==> src/rtl/interrupt_controller.sv <==
// -----------------------------------------------------------------------------
// interrupt_controller
//
// Source end of the CPU interrupt input. Latches NUM_SRC peripheral requests
// into PENDING, qualifies them with MASK, raises one request at a time to the
// CPU together with its handler vector, and tracks the in-service source until
// the handler writes EOI. Appears as a memory-mapped slave on the data bus.
//
// Register map (offset = memAddr[3:2], memAddr[1:0] ignored):
//   0 PENDING   read, write-1-to-clear
//   1 MASK      read/write, 1 = source enabled
//   2 INSERVICE read only, one-hot or zero
//   3 EOI       write only (any data), reads zero
//
// Ports:
//   clk          system clock, rising edge
//   reset        asynchronous active-low reset
//   irq_src      peripheral requests, synchronous to clk
//   memAddr      CPU data address
//   memWriteData CPU store data
//   memWrite     CPU store strobe
//   memRead      CPU load strobe
//   readData     combinational register readback (zero unless sel & memRead)
//   sel          memAddr hits this register block
//   interrupt    request to CPU (decoded from the state register)
//   int_ack      CPU accepts the current request, one-cycle pulse
//   vector       handler address for the current request
//
// Build option:
//   IRQ_EDGE_DETECT_EN  when defined, a source pends only on a 0->1 transition;
//                       when undefined, a source pends on every high cycle.
// -----------------------------------------------------------------------------
module interrupt_controller #(
    parameter int          NUM_SRC   = 8,
    parameter logic [31:0] BASE_ADDR = 32'h0000_1000,
    parameter logic [31:0] VEC_BASE  = 32'h0000_0100
) (
    input  logic               clk,
    input  logic               reset,
    input  logic [NUM_SRC-1:0] irq_src,
    input  logic [31:0]        memAddr,
    input  logic [31:0]        memWriteData,
    input  logic               memWrite,
    input  logic               memRead,
    output logic [31:0]        readData,
    output logic               sel,
    output logic               interrupt,
    input  logic               int_ack,
    output logic [31:0]        vector
);

    typedef enum logic [1:0] {
        ST_IDLE    = 2'd0,
        ST_REQ     = 2'd1,
        ST_SERVICE = 2'd2
    } state_e;

    state_e             state_q, state_d;
    logic [NUM_SRC-1:0] pending_q, pending_d;
    logic [NUM_SRC-1:0] mask_q, mask_d;
    logic [NUM_SRC-1:0] inservice_q, inservice_d;
    logic [4:0]         id_q, id_d;

    logic [1:0]         offset_s;
    logic               reg_wr_s;
    logic [NUM_SRC-1:0] set_s;
    logic [NUM_SRC-1:0] active_s;
    logic [NUM_SRC-1:0] id_onehot_s;
    logic [NUM_SRC-1:0] w1c_clr_s;
    logic [NUM_SRC-1:0] ack_clr_s;
    logic [4:0]         lowest_s;
    logic               any_active_s;
    logic               ack_fire_s;
    logic               eoi_fire_s;
    logic               unused_s;

    // Zero-extend a source-wide vector to the 32-bit bus (works for NUM_SRC=32).
    function automatic logic [31:0] zext(input logic [NUM_SRC-1:0] v);
        logic [31:0] r;
        r = 32'h0;
        for (int i = 0; i < NUM_SRC; i++) begin
            r[i] = v[i];
        end
        return r;
    endfunction

    // Byte-lane bits and unused data bits are intentionally ignored.
    assign unused_s = ^{memAddr[1:0], memWriteData};

`ifdef IRQ_EDGE_DETECT_EN
    logic [NUM_SRC-1:0] prev_q, prev_d;

    // Previous sample of each source for rising-edge detection.
    always_comb begin
        prev_d = irq_src;
        set_s  = irq_src & ~prev_q;
    end

    // Source history register.
    always_ff @(posedge clk or negedge reset) begin
        if (!reset) begin
            prev_q <= {NUM_SRC{1'b0}};
        end else begin
            prev_q <= prev_d;
        end
    end
`else
    // Level mode: every high cycle of a source (re)pends it.
    always_comb begin
        set_s = irq_src;
    end
`endif

    // Bus decode and combinational readback.
    always_comb begin
        sel      = (memAddr[31:4] == BASE_ADDR[31:4]);
        offset_s = memAddr[3:2];
        reg_wr_s = sel & memWrite;
        readData = 32'h0;
        if (sel && memRead) begin
            case (offset_s)
                2'd0:    readData = zext(pending_q);
                2'd1:    readData = zext(mask_q);
                2'd2:    readData = zext(inservice_q);
                2'd3:    readData = 32'h0;
                default: readData = 32'h0;
            endcase
        end else begin
            readData = 32'h0;
        end
    end

    // Priority pick (lowest index wins) and one-hot of the frozen id.
    always_comb begin
        active_s     = pending_q & mask_q;
        any_active_s = |active_s;
        lowest_s     = 5'd0;
        for (int i = NUM_SRC - 1; i >= 0; i--) begin
            lowest_s = active_s[i] ? 5'(i) : lowest_s;
        end
        for (int i = 0; i < NUM_SRC; i++) begin
            id_onehot_s[i] = (id_q == 5'(i));
        end
    end

    // Handshake qualification: ack only counts in REQ, EOI only in SERVICE.
    always_comb begin
        ack_fire_s = (state_q == ST_REQ) && int_ack;
        eoi_fire_s = (state_q == ST_SERVICE) && reg_wr_s && (offset_s == 2'd3);
    end

    // Next-state logic.
    always_comb begin
        state_d = state_q;
        case (state_q)
            ST_IDLE: begin
                if (any_active_s) begin
                    state_d = ST_REQ;
                end else begin
                    state_d = ST_IDLE;
                end
            end
            ST_REQ: begin
                if (ack_fire_s) begin
                    state_d = ST_SERVICE;
                end else begin
                    state_d = ST_REQ;
                end
            end
            ST_SERVICE: begin
                if (eoi_fire_s) begin
                    state_d = ST_IDLE;
                end else begin
                    state_d = ST_SERVICE;
                end
            end
            default: state_d = ST_IDLE;
        endcase
    end

    // Register datapath; a new set beats a same-cycle clear.
    always_comb begin
        if (reg_wr_s && (offset_s == 2'd0)) begin
            w1c_clr_s = memWriteData[NUM_SRC-1:0];
        end else begin
            w1c_clr_s = {NUM_SRC{1'b0}};
        end
        if (ack_fire_s) begin
            ack_clr_s = id_onehot_s;
        end else begin
            ack_clr_s = {NUM_SRC{1'b0}};
        end
        pending_d = (pending_q & ~(w1c_clr_s | ack_clr_s)) | set_s;

        if (reg_wr_s && (offset_s == 2'd1)) begin
            mask_d = memWriteData[NUM_SRC-1:0];
        end else begin
            mask_d = mask_q;
        end

        if (ack_fire_s) begin
            inservice_d = id_onehot_s;
        end else if (eoi_fire_s) begin
            inservice_d = {NUM_SRC{1'b0}};
        end else begin
            inservice_d = inservice_q;
        end

        // id is captured only on IDLE->REQ so the vector holds through SERVICE.
        if ((state_q == ST_IDLE) && any_active_s) begin
            id_d = lowest_s;
        end else begin
            id_d = id_q;
        end
    end

    // State and register flops.
    always_ff @(posedge clk or negedge reset) begin
        if (!reset) begin
            state_q     <= ST_IDLE;
            pending_q   <= {NUM_SRC{1'b0}};
            mask_q      <= {NUM_SRC{1'b0}};
            inservice_q <= {NUM_SRC{1'b0}};
            id_q        <= 5'd0;
        end else begin
            state_q     <= state_d;
            pending_q   <= pending_d;
            mask_q      <= mask_d;
            inservice_q <= inservice_d;
            id_q        <= id_d;
        end
    end

    // Outputs decoded from registered state; reset drops interrupt at once.
    always_comb begin
        interrupt = (state_q == ST_REQ);
        vector    = VEC_BASE + {25'h0, id_q, 2'b00};
    end

endmodule

==> config.mk <==
export PLATFORM = sky130hd
export DESIGN_NAME = interrupt_controller
export DESIGN_NICKNAME = d
export VERILOG_FILES = /design/src/rtl/interrupt_controller.sv
export SDC_FILE = /design/constraint.sdc
export NUM_CORES = 1
export LEC_CHECK = 0
export BUFFER_PORTS_ARGS = -buffer_cell sky130_fd_sc_hd__buf_4
export CORE_MARGIN = 2
export CORE_UTILIZATION = 42
export DETAILED_ROUTE_END_ITERATION = 10
export PLACE_DENSITY = 0.78
export SYNTH_ARGS = -nofsm -noshare
export SYNTH_HDL_FRONTEND = slang
export SYNTH_SLANG_ARGS = --single-unit
==> constraint.sdc <==
create_clock -name clk -period 1.75 [get_ports clk]
set_clock_uncertainty 0.15 [all_clocks]
set_input_delay 0.0875 -clock clk [delete_from_list [all_inputs] [get_ports clk]]
set_output_delay 0.0875 -clock clk [all_outputs]
set_load 0.01 [all_outputs]
==> summary.txt <==
CTS
------------------------------------------------------------------------------------------
CTS tree ....................................................................        built
Cell at the root of the clock tree .......................................... sky130_fd_sc_hd__clkbuf_8
Clock sink count ............................................................           29
Source-to-sink clock delay at the later pin of the worst-skew pair ..........      0.28 ns
H-tree levels ...............................................................            2
Clock transition at the registers of the reported paths .....................      0.06 ns
Clock Path Buffers ..........................................................            2
Num CTS Buffers .............................................................            5

GRT
------------------------------------------------------------------------------------------
Initial antenna violation count .............................................            0
GR Overflow Total ...........................................................            0
Vias in the first global route ..............................................         1815
Pin count of the biggest net entering global routing ........................           30
Global-route wire length before repair ......................................      8400 um
Combined global-route utilization of all metal layers .......................        20.3%

SETUP PATH
------------------------------------------------------------------------------------------
Worst flop-to-flop path startpoint .......................................... state_q[1]$_DFF_PN0_
Cell breakdown of the critical path ......................................... buf_4, nor4_2, nand4_1, buf_4, nor3_1, buf_4, and2_1, buf_4
Worst-path fanout max .......................................................            7
Data required time of the worst path ........................................      1.51 ns
Kind of end point of the critical path ......................................  output port
Maximum single-stage delay on the critical path .............................      0.28 ns
Cell family with the largest share of critical-path delay ................... simple AND/OR/NAND/NOR gates
Worst Path Class, Setup ..................................................... primary input to output port
Slowest CP cell ............................................................. sky130_fd_sc_hd__nor4_2
Sum of buffers and inverters on the critical path ...........................            4
Worst Setup SP ..............................................................   memAddr[5]
Most Frequent Cell on Critical Path ......................................... sky130_fd_sc_hd__buf_4
Arrival time at the worst endpoint ..........................................      1.43 ns
Critical Path Start Type .................................................... primary input

MIN PATH
------------------------------------------------------------------------------------------
Startpoint of the lowest-slack hold path ....................................   memAddr[3]
Kind of path behind the tightest hold check ................................. primary input to register

DRT
------------------------------------------------------------------------------------------
Detail-routed via count per cell ............................................         4.74
Number of nets still failing antenna checks after routing ...................            0
Routed length per placed instance ...........................................      13.5 um
DR pass1 iterations .........................................................            4
1st-iter DRT viols ..........................................................          119
DRC viols ...................................................................            0
Routed wire length ..........................................................      5520 um
Count of vias placed by the detailed router .................................         1940

SYNTHESIS
------------------------------------------------------------------------------------------
Yosys warnings ..............................................................            0
Mean instance size in the synthesized netlist ...............................     8.52 um2
Library cells used by synthesis .............................................           33
Simple logic cell fraction of the synthesized area ..........................        20.0%
Parity-gate share of the synthesized area counting xor and xnor cells .......           0%
Share of synthesized cell area in full adder, half adder and majority cells .           0%
Multiplexer fraction of the synthesized cell area ...........................        8.18%
Fraction of the mapped netlist area in compound gates .......................        14.7%
Dominant combinational cell family by area after synthesis .................. buffers and inverters
Combined area of all synthesized cells ......................................     2080 um2
Number of synthesized register bits .........................................           29
Share of the yosys chip area belonging to registers .........................        34.9%
Synthesized netlist cell count ..............................................          244

TIMING
------------------------------------------------------------------------------------------
Minimum clock period ........................................................      1.67 ns
Final period util ...........................................................        95.4%
Number of failing hold endpoints at the final stage .........................            0
Total count of max-transition violations in the final report ................            0
Final count of negative-setup-slack endpoints ...............................            0
Fmax achieved ...............................................................    0.599 GHz

DIE
------------------------------------------------------------------------------------------
Placement Rows ..............................................................           25
Die Ht ......................................................................      74.4 um
Horizontal die dimension ....................................................      74.4 um
Core Region .................................................................     4750 um2
Number of top-level pins ....................................................          143
Die area ....................................................................     5530 um2
Initial standard-cell utilization of the core ...............................        43.7%

PLACEMENT
------------------------------------------------------------------------------------------
Estimated wirelength of the detail-placed design ............................      4120 um
Number of port buffers ......................................................           63
Final estimated routing congestion in global placement ......................        0.863

CELLS AND AREA
------------------------------------------------------------------------------------------
Footprint of the multi-input gates ..........................................     1150 um2
Fill cell instance count of the final layout ................................          434
Total area of sequential cells ..............................................      726 um2
Relative area change from synthesis to final layout .........................        37.1%
Commonest non-fill, non-tap cells in the layout ............................. sky130_fd_sc_hd__buf_4 (77), sky130_fd_sc_hd__conb_1 (53), sky130_fd_sc_hd__nand2_1 (36)
Layout cells sized above 1 ..................................................        30.1%
Antenna diode count .........................................................            0
Most frequent standard cell in the layout excluding fill and tap cells ...... sky130_fd_sc_hd__buf_4
Final core utilization ......................................................        60.0%
Post-layout nets ............................................................          418

JOB
------------------------------------------------------------------------------------------
Max-cap violation count .....................................................            0

POWER AND IR DROP
------------------------------------------------------------------------------------------
Ratio of total power to cell area ...........................................   517 nW/um2
Worst IR Drop VDD ...........................................................     0.370 mV
Cell leakage power ..........................................................      1.40 nW
Post-route total power ......................................................      1.48 mW

STATUS
------------------------------------------------------------------------------------------
Outcome ..................................................................... complete, no violations

==> stage by stage <==
stage / setup slack, ns / hold slack, ns / instances / TNS, ns / cell area [um2]
2_1_floorplan: -0.0257 / -0.358 / 295 / -0.206 / 2280
3_3_place_gp: -0.160 / -0.126 / 380 / -1.42 / 2510
3_5_place_dp: -0.154 / -0.125 / 380 / -1.26 / 2510
4_1_cts: 0.00166 / 0.0277 / 408 / 0 / 2790
5_1_grt: -0.00436 / 0.0716 / 409 / -0.00525 / 2850
6_report: 0.0797 / 0.0448 / 409 / 0 / 2850
==> layer usage <==
metal  global-route usage [%]  share of wire (%)  vias to the layer above
met3                     5.15                6.6                       12
met1                     24.5                 40                      910
li1                         -                  -                      943
met4                     8.93                2.1                        0
met5                        0                  0                        -
met2                     34.2                 51                       75
==> repair_timing <==
| item | CTS | global route |
|---|---|---|
| gates cloned | 0 | 0 |
| resized for setup | 0 | 8 |
| setup buffers | 1 | 1 |
| endpoints found under the setup margin | 7 | 24 |
| endpoints found under the hold margin | 47 | 0 |
| pin swaps | 1 | 2 |
| hold buffers | 19 | 0 |
==> synth_stat cells <==
master	n	area (um2)
sky130_fd_sc_hd__a211oi_1	1	7.51
sky130_fd_sc_hd__a21oi_1	13	65.1
sky130_fd_sc_hd__a22oi_1	2	15.0
sky130_fd_sc_hd__a31o_2	1	8.76
sky130_fd_sc_hd__a31oi_1	9	56.3
sky130_fd_sc_hd__a32o_1	1	10.0
sky130_fd_sc_hd__a41oi_1	2	17.5
sky130_fd_sc_hd__and2_1	8	50.1
sky130_fd_sc_hd__and3_1	1	6.26
sky130_fd_sc_hd__and3b_1	1	8.76
sky130_fd_sc_hd__buf_1	1	3.75
sky130_fd_sc_hd__buf_4	53	398
sky130_fd_sc_hd__clkbuf_1	3	11.3
sky130_fd_sc_hd__conb_1	2	7.51
sky130_fd_sc_hd__dfrtp_1	29	726
sky130_fd_sc_hd__inv_1	11	41.3
sky130_fd_sc_hd__mux2_2	8	90.1
sky130_fd_sc_hd__mux2i_1	8	80.1
sky130_fd_sc_hd__nand2_1	36	135
sky130_fd_sc_hd__nand2b_1	1	6.26
sky130_fd_sc_hd__nand3_1	7	35.0
sky130_fd_sc_hd__nand4_1	3	18.8
sky130_fd_sc_hd__nor2_1	5	18.8
sky130_fd_sc_hd__nor2b_1	5	31.3
sky130_fd_sc_hd__nor3_1	3	15.0
sky130_fd_sc_hd__nor3_2	1	10.0
sky130_fd_sc_hd__nor4_1	6	37.5
sky130_fd_sc_hd__nor4b_1	1	8.76
sky130_fd_sc_hd__nor4b_4	1	23.8
sky130_fd_sc_hd__nor4bb_1	1	10.0
sky130_fd_sc_hd__o211ai_1	9	67.6
sky130_fd_sc_hd__o21ai_0	10	50.1
sky130_fd_sc_hd__o2bb2ai_1	1	8.76
==> cells by family after synthesis <==
logic type,after synthesis
AO/OA/AOI/OAI,49
multiplexers,16
buffers and inverters,68
flip-flops,29
AND/OR/NAND/NOR,80
other,2
==> where the power goes <==
group          switching, mW  internal, mW
Sequential           0.00680         0.676
Combinational          0.147         0.128
Clock                  0.243         0.274
==> path summary, 6_finish.rpt <==
path	endpoint	slack (ns)	cells past startpoint
setup / recovery	readData[1]	0.08	8
hold reg to reg	state_q[0]$_DFF_PN0_	0.37	1
hold / removal	state_q[1]$_DFF_PN0_	0.04	2
max in group asynchronous	pending_q[5]$_DFF_PN0_	1.08	2
setup reg to reg	pending_q[3]$_DFF_PN0_	0.21	5
min in group asynchronous	state_q[0]$_DFF_PN0_	0.11	2
==> sequential cells by signal, indices dropped and copies added, names as in the netlist <==
name / flops
inservice_q: 8
mask_q: 8
state_q: 2
pending_q: 8
id_q: 3
==> area by class of cell <==
| type | instances | share of cell area, % |
|---|---|---|
| Clock inverter | 2 | 0.351 |
| Tap cell | 67 | 2.94 |
| Sequential cell | 29 | 25.4 |
| Multi-Input combinational cell | 198 | 40.3 |
| Clock buffer | 6 | 2.54 |
| Inverter | 11 | 1.45 |
| Timing Repair Buffer | 96 | 26.9 |
==> worst register-to-register path: stages, from the launching register on <==
cell,delay (ns)
sky130_fd_sc_hd__dfrtp_1,0.42
sky130_fd_sc_hd__nor4bb_1,0.30
sky130_fd_sc_hd__buf_4,0.18
sky130_fd_sc_hd__nand3_1,0.13
sky130_fd_sc_hd__a21oi_1,0.17
sky130_fd_sc_hd__a31oi_1,0.06
No activity file was read; power rests on OpenSTA's default activity.
